`src/rtl/pfu_pipe_if.sv`:
```
// Prefetch-unit bundle: ibus request/response channel, decoder-side instruction stream and
// execute-stage vector/privilege inputs. master = prefetch unit, slave = environment.
interface pfu_pipe_if;
    logic        ireqready;
    logic        ireqvalid;
    logic [1:0]  ireqhpl;
    logic [31:0] ireqaddr;
    logic        irspvalid;
    logic        irsprerr;
    logic [31:0] irspdata;
    logic        irspready;
    logic        ids_dav;
    logic        ids_ack;
    logic [1:0]  ids_ack_size;
    logic        ids_sofid;
    logic [31:0] ids_ins;
    logic        ids_ferr;
    logic [31:0] ids_pc;
    logic        exs_pc_wr;
    logic [31:0] exs_pc_din;
    logic [1:0]  exs_hpl;

    modport master (
        input  ireqready,
        output ireqvalid,
        output ireqhpl,
        output ireqaddr,
        input  irspvalid,
        input  irsprerr,
        input  irspdata,
        output irspready,
        output ids_dav,
        input  ids_ack,
        input  ids_ack_size,
        output ids_sofid,
        output ids_ins,
        output ids_ferr,
        output ids_pc,
        input  exs_pc_wr,
        input  exs_pc_din,
        input  exs_hpl
    );

    modport slave (
        output ireqready,
        input  ireqvalid,
        input  ireqhpl,
        input  ireqaddr,
        output irspvalid,
        output irsprerr,
        output irspdata,
        input  irspready,
        input  ids_dav,
        output ids_ack,
        output ids_ack_size,
        input  ids_sofid,
        input  ids_ins,
        input  ids_ferr,
        input  ids_pc,
        output exs_pc_wr,
        output exs_pc_din,
        output exs_hpl
    );
endinterface

```
`src/rtl/pfu_pipe.sv`:
```
// Instruction prefetch unit: issues word fetches on the ibus, splits responses into 16-bit atoms
// and presents whole (16- or 32-bit) instructions to the decoder.
module pfu_pipe #(
    parameter int unsigned C_FIFO_DEPTH_X    = 2,
    parameter int unsigned C_MAX_OUTSTANDING = 2,
    parameter logic [31:0] C_RESET_VECTOR    = 32'h0
) (
    input  logic       clk_i,
    input  logic       resetb_i,
    input  logic       clk_en_i,
    pfu_pipe_if.master bus
);
    localparam int unsigned PtrW    = C_FIFO_DEPTH_X + 1;
    localparam int unsigned Depth   = 2 ** PtrW;
    localparam int unsigned CntW    = PtrW + 1;
    localparam int unsigned SumW    = CntW + 3;
    localparam int unsigned LineCap = 2 ** C_FIFO_DEPTH_X;

    typedef struct packed {
        logic [15:0] data;
        logic [30:0] pc;
        logic        ferr;
        logic        sof;
    } atom_t;

    atom_t           mem_q [Depth];
    logic [PtrW-1:0] wr_ptr_q, wr_ptr_d;
    logic [PtrW-1:0] rd_ptr_q, rd_ptr_d;
    logic [CntW-1:0] count_q, count_d;
    logic [2:0]      outst_q, outst_d;
    logic [2:0]      disc_q, disc_d;
    logic [31:0]     pc_q, pc_d;
    logic [31:2]     rpc_q, rpc_d;
    logic            sof_pend_q, sof_pend_d;
    logic            skip_q, skip_d;

    logic [SumW-1:0] occ_lines, inflight;
    logic            req_ok, req_hs, rsp, keep, skip, vec, pop_en;
    logic            we0, we1;
    logic [1:0]      push_n, pop_n;
    atom_t           head, nxt, atom0, atom1, wdata0, wdata1;
    logic            is_c, dav;
    logic            unused_bits;

    // Occupancy is counted in whole lines so every in-flight response is guaranteed room.
    always_comb begin
        occ_lines = (SumW'(count_q) + SumW'(1)) >> 1;
        inflight  = SumW'(outst_q) + occ_lines;
        req_ok    = clk_en_i && !bus.exs_pc_wr
                    && (outst_q < 3'(C_MAX_OUTSTANDING))
                    && (inflight < SumW'(LineCap));
    end

    assign bus.ireqvalid = req_ok;
    assign bus.ireqaddr  = {pc_q[31:2], 2'b00};
    assign bus.ireqhpl   = bus.exs_hpl;
    assign bus.irspready = 1'b1;

    assign head = mem_q[rd_ptr_q];
    assign nxt  = mem_q[rd_ptr_q + PtrW'(1)];
    assign is_c = (head.data[1:0] != 2'b11);
    assign dav  = ((count_q >= CntW'(1)) && is_c) || (count_q >= CntW'(2));

    always_comb begin
        bus.ids_dav   = dav;
        bus.ids_ins   = '0;
        bus.ids_pc    = '0;
        bus.ids_sofid = 1'b0;
        bus.ids_ferr  = 1'b0;
        if (dav) begin
            bus.ids_ins   = is_c ? {16'h0, head.data} : {nxt.data, head.data};
            bus.ids_pc    = {head.pc, 1'b0};
            bus.ids_sofid = head.sof;
            bus.ids_ferr  = head.ferr | (!is_c & nxt.ferr);
        end
    end

    assign unused_bits = ^{bus.ids_ack_size[0], nxt.pc, nxt.sof, pc_q[1:0]};

    always_comb begin
        vec    = clk_en_i && bus.exs_pc_wr;
        rsp    = clk_en_i && bus.irspvalid;
        req_hs = req_ok && bus.ireqready;
        keep   = rsp && !vec && (disc_q == 3'd0);
        skip   = sof_pend_q && skip_q;
        pop_en = clk_en_i && bus.ids_ack && dav && !vec;

        // A 2-atom ack is clamped to what is actually held so the pointers never cross.
        pop_n = 2'd0;
        if (pop_en) begin
            pop_n = (bus.ids_ack_size[1] && (count_q >= CntW'(2))) ? 2'd2 : 2'd1;
        end
        push_n = !keep ? 2'd0 : (skip ? 2'd1 : 2'd2);

        atom0.data = bus.irspdata[15:0];
        atom0.pc   = {rpc_q, 1'b0};
        atom0.ferr = bus.irsprerr;
        atom0.sof  = sof_pend_q;
        atom1.data = bus.irspdata[31:16];
        atom1.pc   = {rpc_q, 1'b1};
        atom1.ferr = bus.irsprerr;
        atom1.sof  = skip;
        wdata0     = skip ? atom1 : atom0;
        wdata1     = atom1;
        we0        = keep;
        we1        = keep && !skip;

        pc_d       = pc_q;
        rpc_d      = rpc_q;
        sof_pend_d = sof_pend_q;
        skip_d     = skip_q;
        outst_d    = outst_q;
        disc_d     = disc_q;
        wr_ptr_d   = wr_ptr_q;
        rd_ptr_d   = rd_ptr_q;
        count_d    = count_q;

        if (vec) begin
            pc_d       = bus.exs_pc_din;
            rpc_d      = bus.exs_pc_din[31:2];
            sof_pend_d = 1'b1;
            skip_d     = bus.exs_pc_din[1];
            outst_d    = outst_q - 3'(rsp);
            disc_d     = outst_q - 3'(rsp);
            wr_ptr_d   = '0;
            rd_ptr_d   = '0;
            count_d    = '0;
        end else begin
            if (req_hs) begin
                pc_d = pc_q + 32'd4;
            end
            outst_d = outst_q + 3'(req_hs) - 3'(rsp);
            if (rsp && (disc_q != 3'd0)) begin
                disc_d = disc_q - 3'd1;
            end
            if (keep) begin
                rpc_d      = rpc_q + 30'd1;
                sof_pend_d = 1'b0;
            end
            wr_ptr_d = wr_ptr_q + PtrW'(push_n);
            rd_ptr_d = rd_ptr_q + PtrW'(pop_n);
            count_d  = count_q + CntW'(push_n) - CntW'(pop_n);
        end
    end

    always_ff @(posedge clk_i or negedge resetb_i) begin
        if (!resetb_i) begin
            pc_q       <= C_RESET_VECTOR;
            rpc_q      <= C_RESET_VECTOR[31:2];
            sof_pend_q <= 1'b1;
            skip_q     <= C_RESET_VECTOR[1];
            outst_q    <= '0;
            disc_q     <= '0;
            wr_ptr_q   <= '0;
            rd_ptr_q   <= '0;
            count_q    <= '0;
        end else if (clk_en_i) begin
            pc_q       <= pc_d;
            rpc_q      <= rpc_d;
            sof_pend_q <= sof_pend_d;
            skip_q     <= skip_d;
            outst_q    <= outst_d;
            disc_q     <= disc_d;
            wr_ptr_q   <= wr_ptr_d;
            rd_ptr_q   <= rd_ptr_d;
            count_q    <= count_d;
        end
    end

    always_ff @(posedge clk_i) begin
        if (we0) begin
            mem_q[wr_ptr_q] <= wdata0;
        end
        if (we1) begin
            mem_q[wr_ptr_q + PtrW'(1)] <= wdata1;
        end
    end
endmodule
```
`src/flat_wrapper.sv`:
```
// flat-port wrapper written by rule: the top's interface ports become plain ports
module pfu_pipe_flat 
#(
    parameter int unsigned C_FIFO_DEPTH_X    = 2,
    parameter int unsigned C_MAX_OUTSTANDING = 2,
    parameter logic [31:0] C_RESET_VECTOR    = 32'h0
)
  (clk_i, resetb_i, clk_en_i, bus_ireqready, bus_ireqvalid, bus_ireqhpl, bus_ireqaddr, bus_irspvalid, bus_irsprerr, bus_irspdata, bus_irspready, bus_ids_dav, bus_ids_ack, bus_ids_ack_size, bus_ids_sofid, bus_ids_ins, bus_ids_ferr, bus_ids_pc, bus_exs_pc_wr, bus_exs_pc_din, bus_exs_hpl);
  pfu_pipe_if bus_i ();
  input  logic clk_i;
  input  logic resetb_i;
  input  logic clk_en_i;
  input wire logic [$bits(bus_i.ireqready)-1:0] bus_ireqready;
  output wire logic [$bits(bus_i.ireqvalid)-1:0] bus_ireqvalid;
  output wire logic [$bits(bus_i.ireqhpl)-1:0] bus_ireqhpl;
  output wire logic [$bits(bus_i.ireqaddr)-1:0] bus_ireqaddr;
  input wire logic [$bits(bus_i.irspvalid)-1:0] bus_irspvalid;
  input wire logic [$bits(bus_i.irsprerr)-1:0] bus_irsprerr;
  input wire logic [$bits(bus_i.irspdata)-1:0] bus_irspdata;
  output wire logic [$bits(bus_i.irspready)-1:0] bus_irspready;
  output wire logic [$bits(bus_i.ids_dav)-1:0] bus_ids_dav;
  input wire logic [$bits(bus_i.ids_ack)-1:0] bus_ids_ack;
  input wire logic [$bits(bus_i.ids_ack_size)-1:0] bus_ids_ack_size;
  output wire logic [$bits(bus_i.ids_sofid)-1:0] bus_ids_sofid;
  output wire logic [$bits(bus_i.ids_ins)-1:0] bus_ids_ins;
  output wire logic [$bits(bus_i.ids_ferr)-1:0] bus_ids_ferr;
  output wire logic [$bits(bus_i.ids_pc)-1:0] bus_ids_pc;
  input wire logic [$bits(bus_i.exs_pc_wr)-1:0] bus_exs_pc_wr;
  input wire logic [$bits(bus_i.exs_pc_din)-1:0] bus_exs_pc_din;
  input wire logic [$bits(bus_i.exs_hpl)-1:0] bus_exs_hpl;
  assign bus_i.ireqready = bus_ireqready;
  assign bus_ireqvalid = bus_i.ireqvalid;
  assign bus_ireqhpl = bus_i.ireqhpl;
  assign bus_ireqaddr = bus_i.ireqaddr;
  assign bus_i.irspvalid = bus_irspvalid;
  assign bus_i.irsprerr = bus_irsprerr;
  assign bus_i.irspdata = bus_irspdata;
  assign bus_irspready = bus_i.irspready;
  assign bus_ids_dav = bus_i.ids_dav;
  assign bus_i.ids_ack = bus_ids_ack;
  assign bus_i.ids_ack_size = bus_ids_ack_size;
  assign bus_ids_sofid = bus_i.ids_sofid;
  assign bus_ids_ins = bus_i.ids_ins;
  assign bus_ids_ferr = bus_i.ids_ferr;
  assign bus_ids_pc = bus_i.ids_pc;
  assign bus_i.exs_pc_wr = bus_exs_pc_wr;
  assign bus_i.exs_pc_din = bus_exs_pc_din;
  assign bus_i.exs_hpl = bus_exs_hpl;
  pfu_pipe #(.C_FIFO_DEPTH_X(C_FIFO_DEPTH_X), .C_MAX_OUTSTANDING(C_MAX_OUTSTANDING), .C_RESET_VECTOR(C_RESET_VECTOR)) u_core (.clk_i(clk_i), .resetb_i(resetb_i), .clk_en_i(clk_en_i), .bus(bus_i));
endmodule
```
`config.mk`:
```
export PLATFORM = sky130hd
export DESIGN_NAME = pfu_pipe_flat
export DESIGN_NICKNAME = d
export VERILOG_FILES = /design/src/rtl/pfu_pipe_if.sv /design/src/rtl/pfu_pipe.sv /design/src/flat_wrapper.sv
export SDC_FILE = /design/constraint.sdc
export NUM_CORES = 1
export LEC_CHECK = 0
export CAP_MARGIN = 40
export CELL_PAD_IN_SITES_DETAIL_PLACEMENT = 1
export CELL_PAD_IN_SITES_GLOBAL_PLACEMENT = 1
export CORE_UTILIZATION = 43
export CTS_CLUSTER_DIAMETER = 100
export CTS_CLUSTER_SIZE = 12
export DETAILED_ROUTE_END_ITERATION = 10
export GPL_ROUTABILITY_DRIVEN = 0
export PLACE_DENSITY_LB_ADDON = 0.12
export RECOVER_POWER = 50
export SYNTH_ARGS = -nofsm -noshare
export SYNTH_HDL_FRONTEND = slang
export SYNTH_SLANG_ARGS = --single-unit
export TNS_END_PERCENT = 50
```
`constraint.sdc`:
```
create_clock -name clk_i -period 11.5 [get_ports clk_i]
set_clock_uncertainty 0.2 [all_clocks]
set_input_delay 2.3 -clock clk_i [delete_from_list [all_inputs] [get_ports clk_i]]
set_output_delay 2.3 -clock clk_i [all_outputs]
set_load 0.01 [all_outputs]
```
[Word-level counts from Yosys, hierarchy flattened]
Memory sizes are Yosys's and may differ from the RTL's.
Index checks and enable logic that the tools add are counted.
Cells by class
  add/subtract/negate cells: 14
  multiply operators: 0
  divide/modulo/power cells: 0
  $lt $le $gt $ge: 4
  eq/ne operators: 1
  shifts and indexed selects: 0
  mux-type cells: 26
  bitwise logic cells: 2
  reduce and logical (&&, ||, !) cells: 30
Operator list (count)
  32-bit two-way mux: 5
  30-bit two-way mux: 2
  49-bit two-way mux: 1
  32-bit by 3-bit adder with 32-bit output (second input constant): 1
  30-bit by 1-bit adder with 30-bit output (second input constant): 1
  1-bit logical AND: 16
  3-bit two-way mux: 5
  1-bit two-way mux: 8
  2-bit two-way mux: 4
  2-bit AND reduction: 4
  3-bit by 6-bit adder with 7-bit output: 1
  7-bit by 3-bit < comparator with 1-bit output (second input constant): 1
  3-bit by 1-bit adder with 3-bit output (second input constant): 2
  3-bit by 2-bit adder with 3-bit output: 2
  2-bit nonzero test: 3
  3-bit by 1-bit subtractor with 3-bit output: 2
  4-bit by 1-bit adder with 5-bit output (second input constant): 1
  4-bit by 2-bit adder with 4-bit output: 1
  4-bit by 1-bit >= comparator with 1-bit output (second input constant): 1
  4-bit by 2-bit >= comparator with 1-bit output (second input constant): 1
  1-bit zero test: 4
  4-bit two-way mux: 1
  4-bit by 2-bit subtractor with 4-bit output: 1
  3-bit by 1-bit adder with 3-bit output: 1
  8 further kinds: 8
Word-level totals
  bits in registers: 80
  latch bits: 0
  memory bits (writable): 392
  memory bits (read-only): 0
  bits of input ports: 76
  output and inout bits: 103
  logic and storage cells: 87
  memories kept: 1
Memory list
  u_core.mem_q: words 8, width 49, read ports 2, clocked after memory_dff 0, write ports 2, line pfu_pipe.sv:26  | atom_t mem_q [Depth];

[Depth between registers and ports, before layout]
An unclocked memory read counts as a cell.
  word-level depth: 9
  depth in mapped cells: 14
  depth with buffers taken out: 13

[Least setup slack after synthesis]
OpenSTA, ideal clock, no wires.
  kind: input to output
  from: in clk_en_i
  to: out bus_ireqvalid
  data arrival time: 3431 ps
  required time: 9000 ps
  path slack: 5569 ps
  stages on the path: 5
  path buffers: 2
  cell sequence: clkbuf_1 nor2b_1 nand3_1 clkbuf_1 nor2_1
Between the ends
  longest elaborated chain between the ends: 3
RTL lines
  start: declaration: line flat_wrapper.sv:12  | input logic clk_en_i;
  1-bit logical AND: line pfu_pipe.sv:49  | req_ok = clk_en_i && !bus.exs_pc_wr
  1-bit logical AND: line pfu_pipe.sv:50  | && (outst_q < 3'(C_MAX_OUTSTANDING))
  1-bit logical AND: line pfu_pipe.sv:51  | && (inflight < SumW'(LineCap));
  end: declaration: line flat_wrapper.sv:14  | output wire logic [$bits(bus_i.ireqvalid)-1:0] bus_ireqvalid;
No other way between the ends.

==> summary.txt <==
WP data required: 11.50 ns
Drt total wl: 70800 µm
TNS Setup: 0 ns
Routed met1 length: 30800 µm
Final Critical Period: 8.57 ns
Avg Vias per Cell: 5.79
Max Fanout on Critical Path: 39
Dpl cells: 2743
Avg Inst Size Synth: 12.4 µm²
Max-Cap Viols: 10
Synth Instances: 1940
Switching fraction of total power: 0.294
Worst-Margin Slew: 2.88 ns
P_sw: 1.32 mW
Crit path DAT: 8.56 ns
Antenna-violating nets left: 0
Area growth, synth to finish: 15.6%
Max Root-Sink Buffers: 3
CTS tree: built
Worst slew margin: -0.922
Fin crit share: 0.745
Resize count post-CTS: 0
Leak: 8.75 nW
Total vias in the final route: 16312
Initial drt markers: 1178
H-tree Lvls: 2
Flop pwr share: 0.439
# setup viols final: 0
Startpoint types: primary input
Most frequent cells in the layout: 384 x edfxtp_1, 253 x nor2b_1, 211 x nand2_1
Yosys warns: 0
Residual DRC: 0
Failing checks: max-capacitance violations, max-slew violations
Vias in the first global route: 17270
Routed len/inst: 25.1 µm
DRT Pass-1 Iters: 5
Core Area: 0.0551 mm²
# Post-CTS Setup Buffers: 0
Met3 wire len: 3820 µm
Hold Fails Final Rpt: 0
Die H: 238 µm
Sink Count: 470
GRT Residual Overflow: 0
Register bit count reported by yosys: 470
Hold slack: 0.300 ns
Number of primary I/O pins: 179
Commonest non-fill, non-tap cell in the layout: edfxtp_1
Filler cells: 5656
Met2 WL post-DR: 34800 µm
Initial antenna violation count: 0
Total power: 4.50 mW
Full die area: 0.0568 mm²
RSZ-0062 raised after global routing: no
Nets: 2149
Cell Area, Synth: 0.0240 mm²
Hold_buf cts: 0
Port Buf Inserts: 168
Total CTS buffers: 45
Placement Rows: 86
Fin. max-slew vios: 307
Sequential share of the synthesized area: 0.568
Crit. End Element: flop
Max Clk Rate: 117 MHz
Power Density: 162 mW/mm²
Clock insertion delay at the later pin of the skew report: 0.58 ns
Ys flop type: edfxtp_1
Logic gate share of total power: 0.250
First-pass GRT wire length: 107000 µm
Die Span X: 238 µm
Clock slew at reported path FFs: 0.06 ns
Layout Cells excl Fill: 2815
Status: finished, violations left
Tot GR Track Use: 0.253
Int Power: 3.18 mW
Clock root buffer: clkbuf_16
Layout cells sized above 1: 0.113
Worst Hold Class: flop to flop
Synth unique cells: 53
Post-synthesis async set-or-reset flop share: 0.166
Max rail drop VDD: 103 µV
Max layer used: met4
Clk pwr share: 0.311
Crit Path Class: primary input to flop
Number of synthesized flops with an enable pin: 384
Dpl hpwl: 44200 µm
Initial core utilization: 0.436
Pin count of the biggest net entering global routing: 87
==> cell type report <==
class,instances,area (µm²),share of cell area
repair buffers,224,2120,0.0766
inverters,42,164,0.00591
diodes,1,2.50,0.0000902
flip-flops and latches,470,13700,0.492
multi-input cells,1259,9590,0.346
clock inverters,2,20.0,0.000721
well taps,748,936,0.0337
clock buffers,69,1260,0.0454
==> worst max-delay path, cell delays in order <==
cell and delay [ns]:
dlygate4sd3_1 0.52, clkbuf_1 0.87, nand4b_1 0.68, nor3_1 0.49
and3_1 0.22, clkbuf_1 1.09, a21oi_1 0.16, clkbuf_1 0.94
clkinv_2 0.56, buf_4 0.69
==> state kept, by name, indices dropped and copies added (netlist names) <==
signal and cells:
u_core.count_q 4, u_core.pc_q 30, u_core.rpc_q 30, u_core.wr_ptr_q 3, u_core.outst_q 3, u_core.disc_q 3, u_core.sof_pend_q 1, u_core.rd_ptr_q 3
u_core.skip_q 1, u_core.mem_q 392
==> kinds of logic after synthesis <==
kind of cell / after synthesis / synth area share
flip-flops: 470 / 0.568
other: 2 / 0.000313
XOR/XNOR: 60 / 0.0219
buffers and inverters: 213 / 0.0344
AO/OA/AOI/OAI: 262 / 0.0570
adder cells (fa/ha/maj): 31 / 0.0177
AND/OR/NAND/NOR: 702 / 0.148
multiplexers: 200 / 0.152
==> per-layer routing <==
| layer | GRT usage | vias up |
|---|---|---|
| met5 | 0 | - |
| met3 | 0.0289 | 91 |
| li1 | - | 7215 |
| met2 | 0.425 | 461 |
| met1 | 0.351 | 8545 |
| met4 | 0.0612 | 0 |
==> final timing paths <==
check                                  from                   to  slack, ns  cells past startpoint
setup / recovery                   clk_en_i  u_core.mem_q[0][28]       2.93                     10
hold / removal              u_core.pc_q[27]      u_core.pc_q[27]       0.30                      1
setup reg to reg           u_core.disc_q[0]  u_core.mem_q[0][28]       5.44                     10
hold reg to reg             u_core.pc_q[27]      u_core.pc_q[27]       0.30                      1
max in group asynchronous          resetb_i   u_core.rd_ptr_q[0]       5.31                      2
min in group asynchronous          resetb_i      u_core.pc_q[21]       1.93                      1
==> power groups by stage <==
stage	Sequential, mW	Clock [mW]	Combinational [mW]
finish	1.98	1.40	1.12
floorplan	1.96	0	0.684
global route	1.99	1.48	1.22
CTS	1.97	1.42	1.15
global placement	2.02	0	1.10
detailed placement	2.01	0	1.14
==> cell usage after synthesis (all sizes together), types with 2 or more instances <==
library cell,n,area [µm²]
a211oi,4,30.0
a21o,2,15.0
a21oi,77,385
a31oi,5,31.3
and2,6,37.5
and3,10,62.6
buf,29,136
clkbuf,142,533
conb,2,7.51
dfrtp,77,1930
dfxtp,8,160
edfxtp,384,11500
fa,5,100
ha,26,325
inv,41,154
mux2i,68,681
mux4,132,2970
nand2,212,796
nand3,36,180
nand4,20,125
nor2,111,417
nor2b,253,1580
nor3,13,65.1
nor4,22,144
nor4b,2,17.5
o211ai,2,15.0
o21ai,158,791
o22ai,7,43.8
o31ai,2,15.0
or3,6,42.5
or4,2,15.0
xnor2,34,298
xor2,26,228
==> stage by stage <==
stage	setup WS (ns)	area [µm²]	util
global route	2.66	27800	0.504
global placement	3.66	26400	0.478
CTS	4.09	28000	0.507
finish	2.93	27800	0.504
detailed placement	4.10	26700	0.484
floorplan	5.57	24000	-
Power figures use the tool's default switching activity.
